`src/rtl/ir_ctrl_pkg.sv`:
```
// Shared types and constants for the IR command intake path.
package ir_ctrl_pkg;

   // Intake FSM states
   typedef enum logic {
      IDLE  = 1'b0,
      CHECK = 1'b1
   } intake_state_t;

   // NEC frame field offsets (LSB-first packing) and field width
   localparam int unsigned ADDR_LSB  = 0;
   localparam int unsigned NADDR_LSB = 8;
   localparam int unsigned CMD_LSB   = 16;
   localparam int unsigned NCMD_LSB  = 24;
   localparam int unsigned FIELD_W   = 8;

   // Queue entry layout: {repeat, cmd[7:0]}
   typedef struct packed {
      logic                rpt;
      logic [FIELD_W-1:0]  cmd;
   } fifo_entry_t;

   localparam int unsigned ENTRY_W = $bits(fifo_entry_t);

endpackage

```
`src/rtl/ir_cmd_scheduler_if.sv`:
```
// Receiver-side frame intake and application-side command handshake.
interface ir_cmd_scheduler_if;
   logic [31:0] Frame_Data;
   logic        Frame_Valid;
   logic        Cmd_Ready;
   logic        Clear;
   logic        Cmd_Valid;
   logic [7:0]  Cmd;
   logic        Cmd_Repeat;
   logic        Overflow;
   logic [7:0]  Drop_Count;

   modport master (
      output Frame_Data, Frame_Valid, Cmd_Ready, Clear,
      input  Cmd_Valid, Cmd, Cmd_Repeat, Overflow, Drop_Count
   );

   modport slave (
      input  Frame_Data, Frame_Valid, Cmd_Ready, Clear,
      output Cmd_Valid, Cmd, Cmd_Repeat, Overflow, Drop_Count
   );
endinterface

```
`src/rtl/ir_cmd_fifo.sv`:
```
// Small synchronous FIFO; a push into a full queue succeeds when a pop happens in the same cycle.
module ir_cmd_fifo #(
   parameter int unsigned FIFO_DEPTH = 4,
   parameter int unsigned WIDTH      = 9
) (
   input  logic             clk,
   input  logic             rst_n,
   input  logic             push,
   input  logic             pop,
   input  logic [WIDTH-1:0] wdata,
   output logic             full,
   output logic             empty,
   output logic [WIDTH-1:0] head
);

   localparam int unsigned PTR_W = $clog2(FIFO_DEPTH);
   localparam int unsigned CNT_W = PTR_W + 1;

   logic [WIDTH-1:0] mem [FIFO_DEPTH];
   logic [PTR_W-1:0] wr_ptr_q;
   logic [PTR_W-1:0] rd_ptr_q;
   logic [CNT_W-1:0] count_q;
   logic             do_push;
   logic             do_pop;

   assign full    = (count_q == CNT_W'(FIFO_DEPTH));
   assign empty   = (count_q == '0);
   assign do_pop  = pop && !empty;
   assign do_push = push && (!full || do_pop);
   assign head    = mem[rd_ptr_q];

   // Storage array; contents are don't-care while empty
   always_ff @(posedge clk) begin
      if (do_push) begin
         mem[wr_ptr_q] <= wdata;
      end
   end

   // Pointers and occupancy; power-of-two depth lets pointers wrap naturally
   always_ff @(posedge clk or negedge rst_n) begin
      if (!rst_n) begin
         wr_ptr_q <= '0;
         rd_ptr_q <= '0;
         count_q  <= '0;
      end else begin
         if (do_push) begin
            wr_ptr_q <= wr_ptr_q + PTR_W'(1);
         end
         if (do_pop) begin
            rd_ptr_q <= rd_ptr_q + PTR_W'(1);
         end
         case ({do_push, do_pop})
            2'b10:   count_q <= count_q + CNT_W'(1);
            2'b01:   count_q <= count_q - CNT_W'(1);
            default: count_q <= count_q;
         endcase
      end
   end

endmodule

```
`src/rtl/ir_cmd_scheduler.sv`:
```
// NEC command intake: validates frames, tags key-hold repeats, queues commands, counts drops.
module ir_cmd_scheduler
   import ir_ctrl_pkg::*;
#(
   parameter logic [7:0]  ADDR       = 8'h00,
   parameter bit          ADDR_CHECK = 1'b1,
   parameter int unsigned REPEAT_WIN = 5_400_000,
   parameter int unsigned FIFO_DEPTH = 4
) (
   input logic              clk,
   input logic              Reset,
   ir_cmd_scheduler_if.slave bus
);

   localparam int unsigned TMR_W = $clog2(REPEAT_WIN + 1);
   localparam logic [TMR_W-1:0] TMR_MAX = TMR_W'(REPEAT_WIN);

   intake_state_t      state_q;
   intake_state_t      state_d;
   logic [31:0]        frame_q;
   logic [31:0]        frame_d;
   logic               chk_en;

   logic [TMR_W-1:0]   timer_q;
   logic [FIELD_W-1:0] last_cmd_q;
   logic               last_valid_q;
   logic               overflow_q;
   logic [7:0]         drop_cnt_q;

   logic [FIELD_W-1:0] cmd_w;
   logic               cmd_ok;
   logic               addr_ok;
   logic               frame_ok;
   logic               is_rpt;
   logic               pop;
   logic               push;
   logic               drop;
   logic               fifo_full;
   logic               fifo_empty;
   fifo_entry_t        wentry;
   fifo_entry_t        head_e;

   // Intake state and frame latch
   always_ff @(posedge clk or negedge Reset) begin
      if (!Reset) begin
         state_q <= IDLE;
         frame_q <= '0;
      end else begin
         state_q <= state_d;
         frame_q <= frame_d;
      end
   end

   // Next-state: latch in IDLE, evaluate for exactly one cycle in CHECK
   always_comb begin
      state_d = state_q;
      frame_d = frame_q;
      chk_en  = 1'b0;
      case (state_q)
         IDLE: begin
            if (bus.Frame_Valid) begin
               frame_d = bus.Frame_Data;
               state_d = CHECK;
            end
         end
         CHECK: begin
            chk_en  = 1'b1;
            state_d = IDLE;
         end
         default: state_d = IDLE;
      endcase
   end

   // Frame validation, repeat tagging and push/drop decision
   always_comb begin
      cmd_w    = frame_q[CMD_LSB +: FIELD_W];
      cmd_ok   = (frame_q[NCMD_LSB +: FIELD_W] == ~cmd_w);
      addr_ok  = !ADDR_CHECK ||
                 ((frame_q[ADDR_LSB +: FIELD_W] == ADDR) &&
                  (frame_q[NADDR_LSB +: FIELD_W] == ~ADDR));
      frame_ok = chk_en && cmd_ok && addr_ok;
      is_rpt   = last_valid_q && (cmd_w == last_cmd_q) && (timer_q < TMR_MAX);
      pop      = !fifo_empty && bus.Cmd_Ready;
      push     = frame_ok && (!fifo_full || pop);
      drop     = frame_ok && fifo_full && !pop;
      wentry.rpt = is_rpt;
      wentry.cmd = cmd_w;
   end

   // Repeat history: timer restarts on every valid frame, even a dropped one
   always_ff @(posedge clk or negedge Reset) begin
      if (!Reset) begin
         timer_q      <= '0;
         last_cmd_q   <= '0;
         last_valid_q <= 1'b0;
      end else if (frame_ok) begin
         timer_q      <= '0;
         last_cmd_q   <= cmd_w;
         last_valid_q <= 1'b1;
      end else if (timer_q != TMR_MAX) begin
         timer_q <= timer_q + TMR_W'(1);
      end
   end

   // Sticky overflow flag and saturating drop counter; Clear takes priority
   always_ff @(posedge clk or negedge Reset) begin
      if (!Reset) begin
         overflow_q <= 1'b0;
         drop_cnt_q <= '0;
      end else if (bus.Clear) begin
         overflow_q <= 1'b0;
         drop_cnt_q <= '0;
      end else if (drop) begin
         overflow_q <= 1'b1;
         if (drop_cnt_q != 8'hFF) begin
            drop_cnt_q <= drop_cnt_q + 8'd1;
         end
      end
   end

   ir_cmd_fifo #(
      .FIFO_DEPTH (FIFO_DEPTH),
      .WIDTH      (ENTRY_W)
   ) u_fifo (
      .clk   (clk),
      .rst_n (Reset),
      .push  (push),
      .pop   (pop),
      .wdata (wentry),
      .full  (fifo_full),
      .empty (fifo_empty),
      .head  (head_e)
   );

   // Head is masked while empty so stale storage never reaches the consumer
   assign bus.Cmd_Valid  = !fifo_empty;
   assign bus.Cmd        = fifo_empty ? '0 : head_e.cmd;
   assign bus.Cmd_Repeat = !fifo_empty && head_e.rpt;
   assign bus.Overflow   = overflow_q;
   assign bus.Drop_Count = drop_cnt_q;

endmodule

```
`src/flat_wrapper.sv`:
```
// flat-port wrapper written by rule: the top's interface ports become plain ports
module ir_cmd_scheduler_flat import ir_ctrl_pkg::*;
#(
   parameter logic [7:0]  ADDR       = 8'h00,
   parameter bit          ADDR_CHECK = 1'b1,
   parameter int unsigned REPEAT_WIN = 5_400_000,
   parameter int unsigned FIFO_DEPTH = 4
)
  (clk, Reset, bus_Frame_Data, bus_Frame_Valid, bus_Cmd_Ready, bus_Clear, bus_Cmd_Valid, bus_Cmd, bus_Cmd_Repeat, bus_Overflow, bus_Drop_Count);
  ir_cmd_scheduler_if bus_i ();
  input logic clk;
  input logic Reset;
  input wire logic [$bits(bus_i.Frame_Data)-1:0] bus_Frame_Data;
  input wire logic [$bits(bus_i.Frame_Valid)-1:0] bus_Frame_Valid;
  input wire logic [$bits(bus_i.Cmd_Ready)-1:0] bus_Cmd_Ready;
  input wire logic [$bits(bus_i.Clear)-1:0] bus_Clear;
  output wire logic [$bits(bus_i.Cmd_Valid)-1:0] bus_Cmd_Valid;
  output wire logic [$bits(bus_i.Cmd)-1:0] bus_Cmd;
  output wire logic [$bits(bus_i.Cmd_Repeat)-1:0] bus_Cmd_Repeat;
  output wire logic [$bits(bus_i.Overflow)-1:0] bus_Overflow;
  output wire logic [$bits(bus_i.Drop_Count)-1:0] bus_Drop_Count;
  assign bus_i.Frame_Data = bus_Frame_Data;
  assign bus_i.Frame_Valid = bus_Frame_Valid;
  assign bus_i.Cmd_Ready = bus_Cmd_Ready;
  assign bus_i.Clear = bus_Clear;
  assign bus_Cmd_Valid = bus_i.Cmd_Valid;
  assign bus_Cmd = bus_i.Cmd;
  assign bus_Cmd_Repeat = bus_i.Cmd_Repeat;
  assign bus_Overflow = bus_i.Overflow;
  assign bus_Drop_Count = bus_i.Drop_Count;
  ir_cmd_scheduler #(.ADDR(ADDR), .ADDR_CHECK(ADDR_CHECK), .REPEAT_WIN(REPEAT_WIN), .FIFO_DEPTH(FIFO_DEPTH)) u_core (.clk(clk), .Reset(Reset), .bus(bus_i));
endmodule
```
`config.mk`:
```
export PLATFORM = sky130hd
export DESIGN_NAME = ir_cmd_scheduler_flat
export DESIGN_NICKNAME = d
export VERILOG_FILES = /design/src/rtl/ir_ctrl_pkg.sv /design/src/rtl/ir_cmd_scheduler_if.sv /design/src/rtl/ir_cmd_fifo.sv /design/src/rtl/ir_cmd_scheduler.sv /design/src/flat_wrapper.sv
export SDC_FILE = /design/constraint.sdc
export NUM_CORES = 1
export LEC_CHECK = 0
export ABC_AREA = 1
export BUFFER_PORTS_ARGS = -buffer_cell sky130_fd_sc_hd__buf_2
export CAP_MARGIN = 20
export CORE_MARGIN = 2
export CORE_UTILIZATION = 59
export CTS_CLUSTER_DIAMETER = 50
export DETAILED_ROUTE_END_ITERATION = 10
export GPL_ROUTABILITY_DRIVEN = 0
export PLACE_DENSITY = 0.76
export SLEW_MARGIN = 10
export SYNTH_ARGS = -nofsm -noshare
export SYNTH_HDL_FRONTEND = slang
export SYNTH_SLANG_ARGS = --single-unit
```
`constraint.sdc`:
```
create_clock -name clk -period 2.55 [get_ports clk]
set_input_delay 0 -clock clk [delete_from_list [all_inputs] [get_ports clk]]
set_output_delay 0 -clock clk [all_outputs]
set_load 0.01 [all_outputs]
```
After elaboration in Yosys (flattened, before gate mapping)
Memory sizes are Yosys's and may differ from the RTL's.
Index checks and enable logic that the tools add are counted.
Widths: inputs -> output; s select.
{ "classes": {"add_sub_neg": 6, "magnitude_cmp": 1, "eq_ne": 8, "n_mux": 14, "bitwise": 2, "reduce_logical": 25} }
{ "op_table": {"columns": ["cell", "n"], "rows": [
  ["$mux 23", 2],
  ["$mux 8", 4],
  ["$add 23x1->23 const B", 1],
  ["$lt 23x23->1 const B", 1],
  ["$ne 23x23->1 const B", 1],
  ["$eq 8x8->1", 2],
  ["$logic_and 1x1->1", 12],
  ["$add 8x1->8 const B", 1],
  ["$eq 8x8->1 const B", 1],
  ["$logic_not 8->1", 1],
  ["$ne 8x8->1 const B", 1],
  ["$not 8->8", 1],
  ["$reduce_bool 2->1", 4],
  ["$mux 1", 6],
  ["$pmux 3 s2", 1],
  ["$add 2x1->2 const B", 2],
  ["$reduce_and 2->1", 2],
  ["$add 3x1->3 const B", 1],
  ["$eq 3x3->1 const B", 1],
  ["$logic_not 1->1", 3],
  ["$logic_not 3->1", 1],
  ["$sub 3x1->3 const B", 1],
  ["$eq 2x1->1 const B", 1],
  ["$eq 2x2->1 const B", 1],
  ["other kinds (3)", 4]
]} }
{ "word_totals": {"register_bits": 81, "ram_bits": 36, "out_inout_bits": 19, "mem_count": 1} }
{ "mem_list": {"columns": ["name", "words", "word_bits", "rd", "rd_clocked_by_memory_dff", "wr", "line", "rtl"], "rows": [
  ["u_core.u_fifo.mem", 4, 9, 1, 0, 1, "ir_cmd_fifo.sv:19", "logic [WIDTH-1:0] mem [FIFO_DEPTH];"]
]} }

Depth between registers and ports, before layout
{ "depth": {"depth_word": 8, "mapped_depth": 12, "mapped_depth_nobuf": 12} }

Hierarchy
A second synthesis with hierarchy kept.
{ "unflattened": {"cells_unflattened": 692, "hier_area_um2": 5719.2} }
{ "modules_own_cells": {"columns": ["mod", "n_inst", "cells_per_inst", "area_per_inst_um2"], "rows": [
  ["ir_cmd_scheduler", 1, 533, 3861.2],
  ["ir_cmd_fifo", 1, 159, 1858.0]
]} }

Worst setup path before layout
Ideal clock, no wire load.
{ "synth_path": {"path_kind": "register -> register", "start": "register u_core.u_fifo.count_q[1]", "end": "register u_core.u_fifo.count_q[2]", "setup_time_ps": 131, "arrival_time_ps": 1913, "slack_ps": 506, "stages_incl_launch_ff": 12, "synth_period_minus_slack_ps": 2044, "cell_sequence": "dfrtp_1 -> nor2_1 -> inv_1 -> nor3_2 -> inv_1 -> nand3_2 -> ha_1 -> inv_1 -> fa_1 -> a21oi_1 -> o21ai_0 -> xor2_1"} }
{ "synth_via": {"elab_chain_len": 8, "elab_cells_between_ends": 16, "classes_between": "add/sub (2); eq/ne (3); mux (1); reduce/logical (10)"} }
{ "synth_lines": {"columns": ["item", "line", "rtl"], "rows": [
  ["from (decl)", "ir_cmd_fifo.sv:22", "logic [CNT_W-1:0] count_q;"],
  ["from (signal assigned)", "ir_cmd_fifo.sv:53", "2'b10: count_q <= count_q + CNT_W'(1);"],
  ["from (signal assigned)", "ir_cmd_fifo.sv:54", "2'b01: count_q <= count_q - CNT_W'(1);"],
  ["from (signal assigned)", "ir_cmd_fifo.sv:55", "default: count_q <= count_q;"],
  ["$logic_not 3->1", "ir_cmd_fifo.sv:27", "assign empty = (count_q == '0);"],
  ["$logic_not 1->1", "ir_cmd_fifo.sv:28, ir_cmd_scheduler.sv:83", null],
  ["$logic_and 1x1->1", "ir_cmd_scheduler.sv:83", "pop = !fifo_empty && bus.Cmd_Ready;"],
  ["$logic_or 1x1->1 / $logic_and 1x1->1 (equally long branches)", "ir_cmd_scheduler.sv:84, ir_cmd_fifo.sv:28", null],
  ["$logic_and 1x1->1 / $logic_or 1x1->1 (equally long branches)", "ir_cmd_scheduler.sv:84, ir_cmd_fifo.sv:29", null],
  ["$logic_and 1x1->1", "ir_cmd_fifo.sv:29", "assign do_push = push && (!full || do_pop);"],
  ["$eq 2x1->1 / $eq 2x2->1 (equally long branches)", "ir_cmd_fifo.sv:52", "case ({do_push, do_pop})"],
  ["$pmux 3 s2 / $reduce_bool 2->1 (equally long branches)", null, null]
]} }
Several ways; a longest one is shown, not always the timed one.
A chain may end at the register's enable or synchronous reset.

Final worst setup path
{ "layout_path": {"start": "register u_core.frame_q[19]", "end": "register u_core.u_fifo.count_q[1]"} }
{ "layout_via": {"elab_chain_len": 8, "elab_cells_between_ends": 10, "classes_between": "eq/ne (3); mux (1); bitwise (1); reduce/logical (5)"} }
{ "layout_lines": {"columns": ["item", "line", "rtl"], "rows": [
  ["from (decl)", "ir_cmd_scheduler.sv:20", "logic [31:0] frame_q;"],
  ["from (signal assigned)", "ir_cmd_scheduler.sv:50", "frame_q <= frame_d;"],
  ["$not 8->8 (*)", "ir_cmd_scheduler.sv:77", "cmd_ok = (frame_q[NCMD_LSB +: FIELD_W] == ~cmd_w);"],
  ["$eq 8x8->1 (*)", "ir_cmd_scheduler.sv:77", null],
  ["$logic_and 1x1->1 (*) (2 in series)", "ir_cmd_scheduler.sv:81", "frame_ok = chk_en && cmd_ok && addr_ok;"],
  ["$logic_and 1x1->1 (*)", "ir_cmd_scheduler.sv:84", "push = frame_ok && (!fifo_full || pop);"],
  ["$logic_and 1x1->1 (*)", "ir_cmd_fifo.sv:29", null],
  ["$eq 2x1->1 / $eq 2x2->1 (equally long branches)", "ir_cmd_fifo.sv:52", null],
  ["$pmux 3 s2 / $reduce_bool 2->1 (equally long branches)", null, null]
]} }
Every way passes the cells marked *; elsewhere a longest branch is shown, timed or not.

==> results.json <==
{
  "outcome": "completed",
  "ioPinCount": 56,
  "postSynth.asyncResetShare_pct": 69.23,
  "yosys.area_share.xor_xnor_pct": 2.747,
  "antenna_found_initial": 0,
  "timing.hold.worst.class": "input port to register",
  "synthDominantAreaCellType": "sky130_fd_sc_hd__dfrtp_1",
  "crit_path_frequent_cell": "sky130_fd_sc_hd__inv_1",
  "yosysWarnings": 0,
  "post_synth_fa_ha_maj_area_fraction_pct": 2.093,
  "io_buffer_count": 55,
  "synth.area.mux_share_pct": 0,
  "largest_family_of_logic_cells_by_synthesized_area": "simple AND/OR/NAND/NOR gates",
  "detailedPlace.worstSlack_ps": 316.4,
  "max-cap-violations": 0,
  "max_freq_mhz": 437.7,
  "tritoncts.num_buffers": 17,
  "detail_route.drc_violations": 0,
  "most-common-layout-cells": "sky130_fd_sc_hd__nand2_1 (152), sky130_fd_sc_hd__nor2_1 (107), sky130_fd_sc_hd__dfrtp_1 (81)",
  "post-route-period-util_pct": 89.59,
  "syn_std_cell_area_sq_mm": 0.005739,
  "cts.path.max_buffers": 2,
  "grt-ovfl-total": 0,
  "first_global_vias": 4693,
  "synth-edff-count": 36,
  "worstHoldStart": "bus_Frame_Valid",
  "synth_top_cell_area_share_pct": 35.32,
  "floorplan_die_height_microns": 102.6,
  "synth_area_leaders": "sky130_fd_sc_hd__dfrtp_1 (35%), sky130_fd_sc_hd__edfxtp_1 (19%), sky130_fd_sc_hd__nand2_1 (9.9%)",
  "power_switching_share_pct": 30.05,
  "vias": 4773,
  "clock-sinks": 117,
  "fin_area_sq_mm": 0.007133,
  "tritoncts": "built",
  "final_net_count": 804,
  "worst_ep_required_time_ps": 2990,
  "most_common_library_cell_in_the_layout_ignoring_fill_and_taps": "sky130_fd_sc_hd__nand2_1",
  "cp_slowest_stage_delay_ps": 490,
  "dpl.hpwl_microns": 8154,
  "synthToLayoutAreaGrowth_pct": 24.29,
  "grt_pass1_wl_microns": 21820,
  "synthSimpleGateAreaFrac_pct": 27.38,
  "fin_skew_ps": 8.671,
  "finalWorstPathRequiredPeriod_ps": 2284,
  "cp.arrival_ps": 2720,
  "detailedRoute.firstIterationViolations": 273,
  "largest_net_degree_at_the_start_of_global_routing": 82,
  "seq_area_frac_synth_pct": 54.15,
  "insertion_delay_ps": 520,
  "worst_setup_path_end_kind": "register",
  "tns_ps": 0,
  "syn_area_per_cell_sq_um": 8.776,
  "detail_route.vias_per_cell": 5.303,
  "track_usage_pct": 27.36,
  "placed_cell_area_sq_mm": 0.006152,
  "pwr_cell_area_mw_per_mm2": 795.9,
  "switchingPower_mw": 1.706,
  "synth.ff_latch_count": 117,
  "antenna_cells": 0,
  "worstSetupStartpoint": "u_core.frame_q[19]",
  "power_leakage_nw": 3.384,
  "initial_core_util_pct": 61.53,
  "cts-htree-levels": 4,
  "fp.coreArea_sq_mm": 0.009328,
  "intPower_mw": 3.972,
  "placedCellCount": 831,
  "synthDistinctLibCells": 40,
  "power.clock.fraction_pct": 42.0,
  "timing.critical_path.cells": "nand2_1 > inv_1 > nor2_1 > nand3b_1 > nor3_2 > nand3_2 > ha_1 > inv_1 > fa_1 > o21ai_0",
  "tightestPinTransition_ps": 740.3,
  "sequential_share_of_power_pct": 39.6,
  "synthesized_area_fraction_occupied_by_ao_oa_aoi_and_oai_cells_pct": 7.303,
  "timing.final.max_slew_violations": 0,
  "routedWlPerCell_microns": 15.03,
  "final-setup-viol-count": 0,
  "vdd.ir_drop.worst_mv": 0.5262,
  "die-width_microns": 102.6,
  "drt_first_pass_iters": 5,
  "postLayoutSetupSlackWorst_ps": 265.6,
  "postSynthNetCount": 700,
  "path_max_fanout": 9,
  "finalCoreUtilization_pct": 76.47,
  "drive_gt1_share_pct": 18.55,
  "layout.filler_cells": 612,
  "cpMaxStageDelayCell": "sky130_fd_sc_hd__dfrtp_1",
  "detail-route-antenna-nets": 0,
  "yosys_most_used_dff": "sky130_fd_sc_hd__dfrtp_1",
  "netlist_instances": 654,
  "hold_viol": 0,
  "worst_slew_margin_rel_pct": 50.65,
  "dieArea_sq_mm": 0.01053,
  "criticalPathCategory": "register to register",
  "cts.clk_slew.worst_paths_ps": 60,
  "sum_of_routed_wire_length_over_all_layers_microns": 13530,
  "cts_root_buf": "sky130_fd_sc_hd__clkbuf_8",
  "comb_power_share_pct": 18.4,
  "startpoint_class_of_the_critical_path": "register",
  "num_rows": 35,
  "instances_no_fill": 900,
  "r2r_start": "u_core.frame_q[19]",
  "rsz0062_at_grt": "no"
}
-- power groups by stage --
stage / clock network, mW / registers (mW) / logic [mW]
floorplan: 0 / 2.18 / 0.693
global placement: 0 / 2.26 / 0.943
detailed placement: 0 / 2.27 / 0.982
CTS: 2.39 / 2.24 / 1.04
global route: 2.48 / 2.26 / 1.17
finish: 2.39 / 2.25 / 1.05
-- sequential cells by signal (all words and copies together) (netlist names) --
signal and cells:
u_core.frame_q 32, u_core.bus.Drop_Count 8, u_core.timer_q 23, u_core.u_fifo.count_q 3, u_core.state_q 1, u_core.last_valid_q 1, u_core.bus.Overflow 1, u_core.u_fifo.rd_ptr_q 2
u_core.last_cmd_q 8, u_core.u_fifo.wr_ptr_q 2, u_core.u_fifo.mem 36
-- per-layer routing --
| metal | part of all wire, % | GRT usage (%) |
|---|---|---|
| met1 | 44 | 34.72 |
| met2 | 50 | 45.75 |
| met3 | 3.9 | 5.966 |
| met4 | 2.5 | 11.49 |
| met5 | 0 | 0 |
-- metrics by stage --
| stage | hold WS (ps) | power (mW) |
|---|---|---|
| 3_5_place_dp | 197.9 | 3.254 |
| 3_3_place_gp | 195.4 | 3.205 |
| 5_1_grt | 162.3 | 5.904 |
| 4_1_cts | 135.0 | 5.668 |
| 6_report | 166.0 | 5.677 |
| 2_1_floorplan | -295.6 | 2.871 |
-- cells in the mapped netlist, types with 3 or more instances --
cell / n
sky130_fd_sc_hd__nand4_1: 9
sky130_fd_sc_hd__a31oi_1: 3
sky130_fd_sc_hd__nor3_4: 3
sky130_fd_sc_hd__xnor2_1: 3
sky130_fd_sc_hd__o21ai_0: 42
sky130_fd_sc_hd__nand3_2: 3
sky130_fd_sc_hd__clkbuf_1: 8
sky130_fd_sc_hd__nor3_1: 10
sky130_fd_sc_hd__ha_1: 8
sky130_fd_sc_hd__nand3_1: 26
sky130_fd_sc_hd__inv_2: 6
sky130_fd_sc_hd__dfrtp_1: 81
sky130_fd_sc_hd__nand2_1: 152
sky130_fd_sc_hd__nand2_2: 6
sky130_fd_sc_hd__nor2_4: 3
sky130_fd_sc_hd__nor2_2: 12
sky130_fd_sc_hd__edfxtp_1: 36
sky130_fd_sc_hd__buf_2: 5
sky130_fd_sc_hd__nor2_1: 107
sky130_fd_sc_hd__a21oi_2: 6
sky130_fd_sc_hd__nand3b_1: 3
sky130_fd_sc_hd__inv_1: 62
sky130_fd_sc_hd__nor3_2: 4
sky130_fd_sc_hd__a21oi_1: 21
sky130_fd_sc_hd__xor2_1: 15
-- logic make-up (layout without fill, tap and decap cells) --
family,Yosys count,count (layout)
AOI/OAI and AO/OA,77,77
xor gates and xnor gates,18,18
adders and majority gates,9,9
buffers and inverters,87,204
DFF,117,117
and+or+nand+nor,346,346
-- worst max-delay path: cells and delay by family, from the launching register on --
kind / cells / cell delay, ps
adders and majority gates: 2 / 640
DFF: 1 / 490
buffers and inverters: 2 / 160
AOI/OAI and AO/OA: 1 / 150
and+or+nand+nor: 5 / 760
-- cell type report --
cell class                 count  area [sq um]  share of cell area (%)
sequential                   117          3108                   43.57
multi-input combinational    450          2268                   31.80
timing repair buffer         101         733.2                   10.28
clock buffer                  17         414.1                   5.806
inverter                      71         269.0                   3.771
clock inverter                15         178.9                   2.508
tap                          129         161.4                   2.263
-- final timing paths --
kind	end	cells past startpoint	slack (ps)
worst max-delay path	u_core.u_fifo.count_q[1]	10	270
min in group asynchronous	u_core.last_cmd_q[5]	3	440
worst min-delay path	u_core.frame_q[9]	4	170
worst min register to register	u_core.frame_q[9]	2	480
max in group asynchronous	u_core.timer_q[5]	4	1490
worst max register to register	u_core.u_fifo.count_q[1]	10	270
-- repair_timing --
item                                   in CTS  in global routing
buffers inserted                            0                  0
endpoints found under the hold margin     123                 14
gates resized for setup                     0                  0
hold buffers                               35                  1
Note: power is estimated with default switching activity, not from simulation.
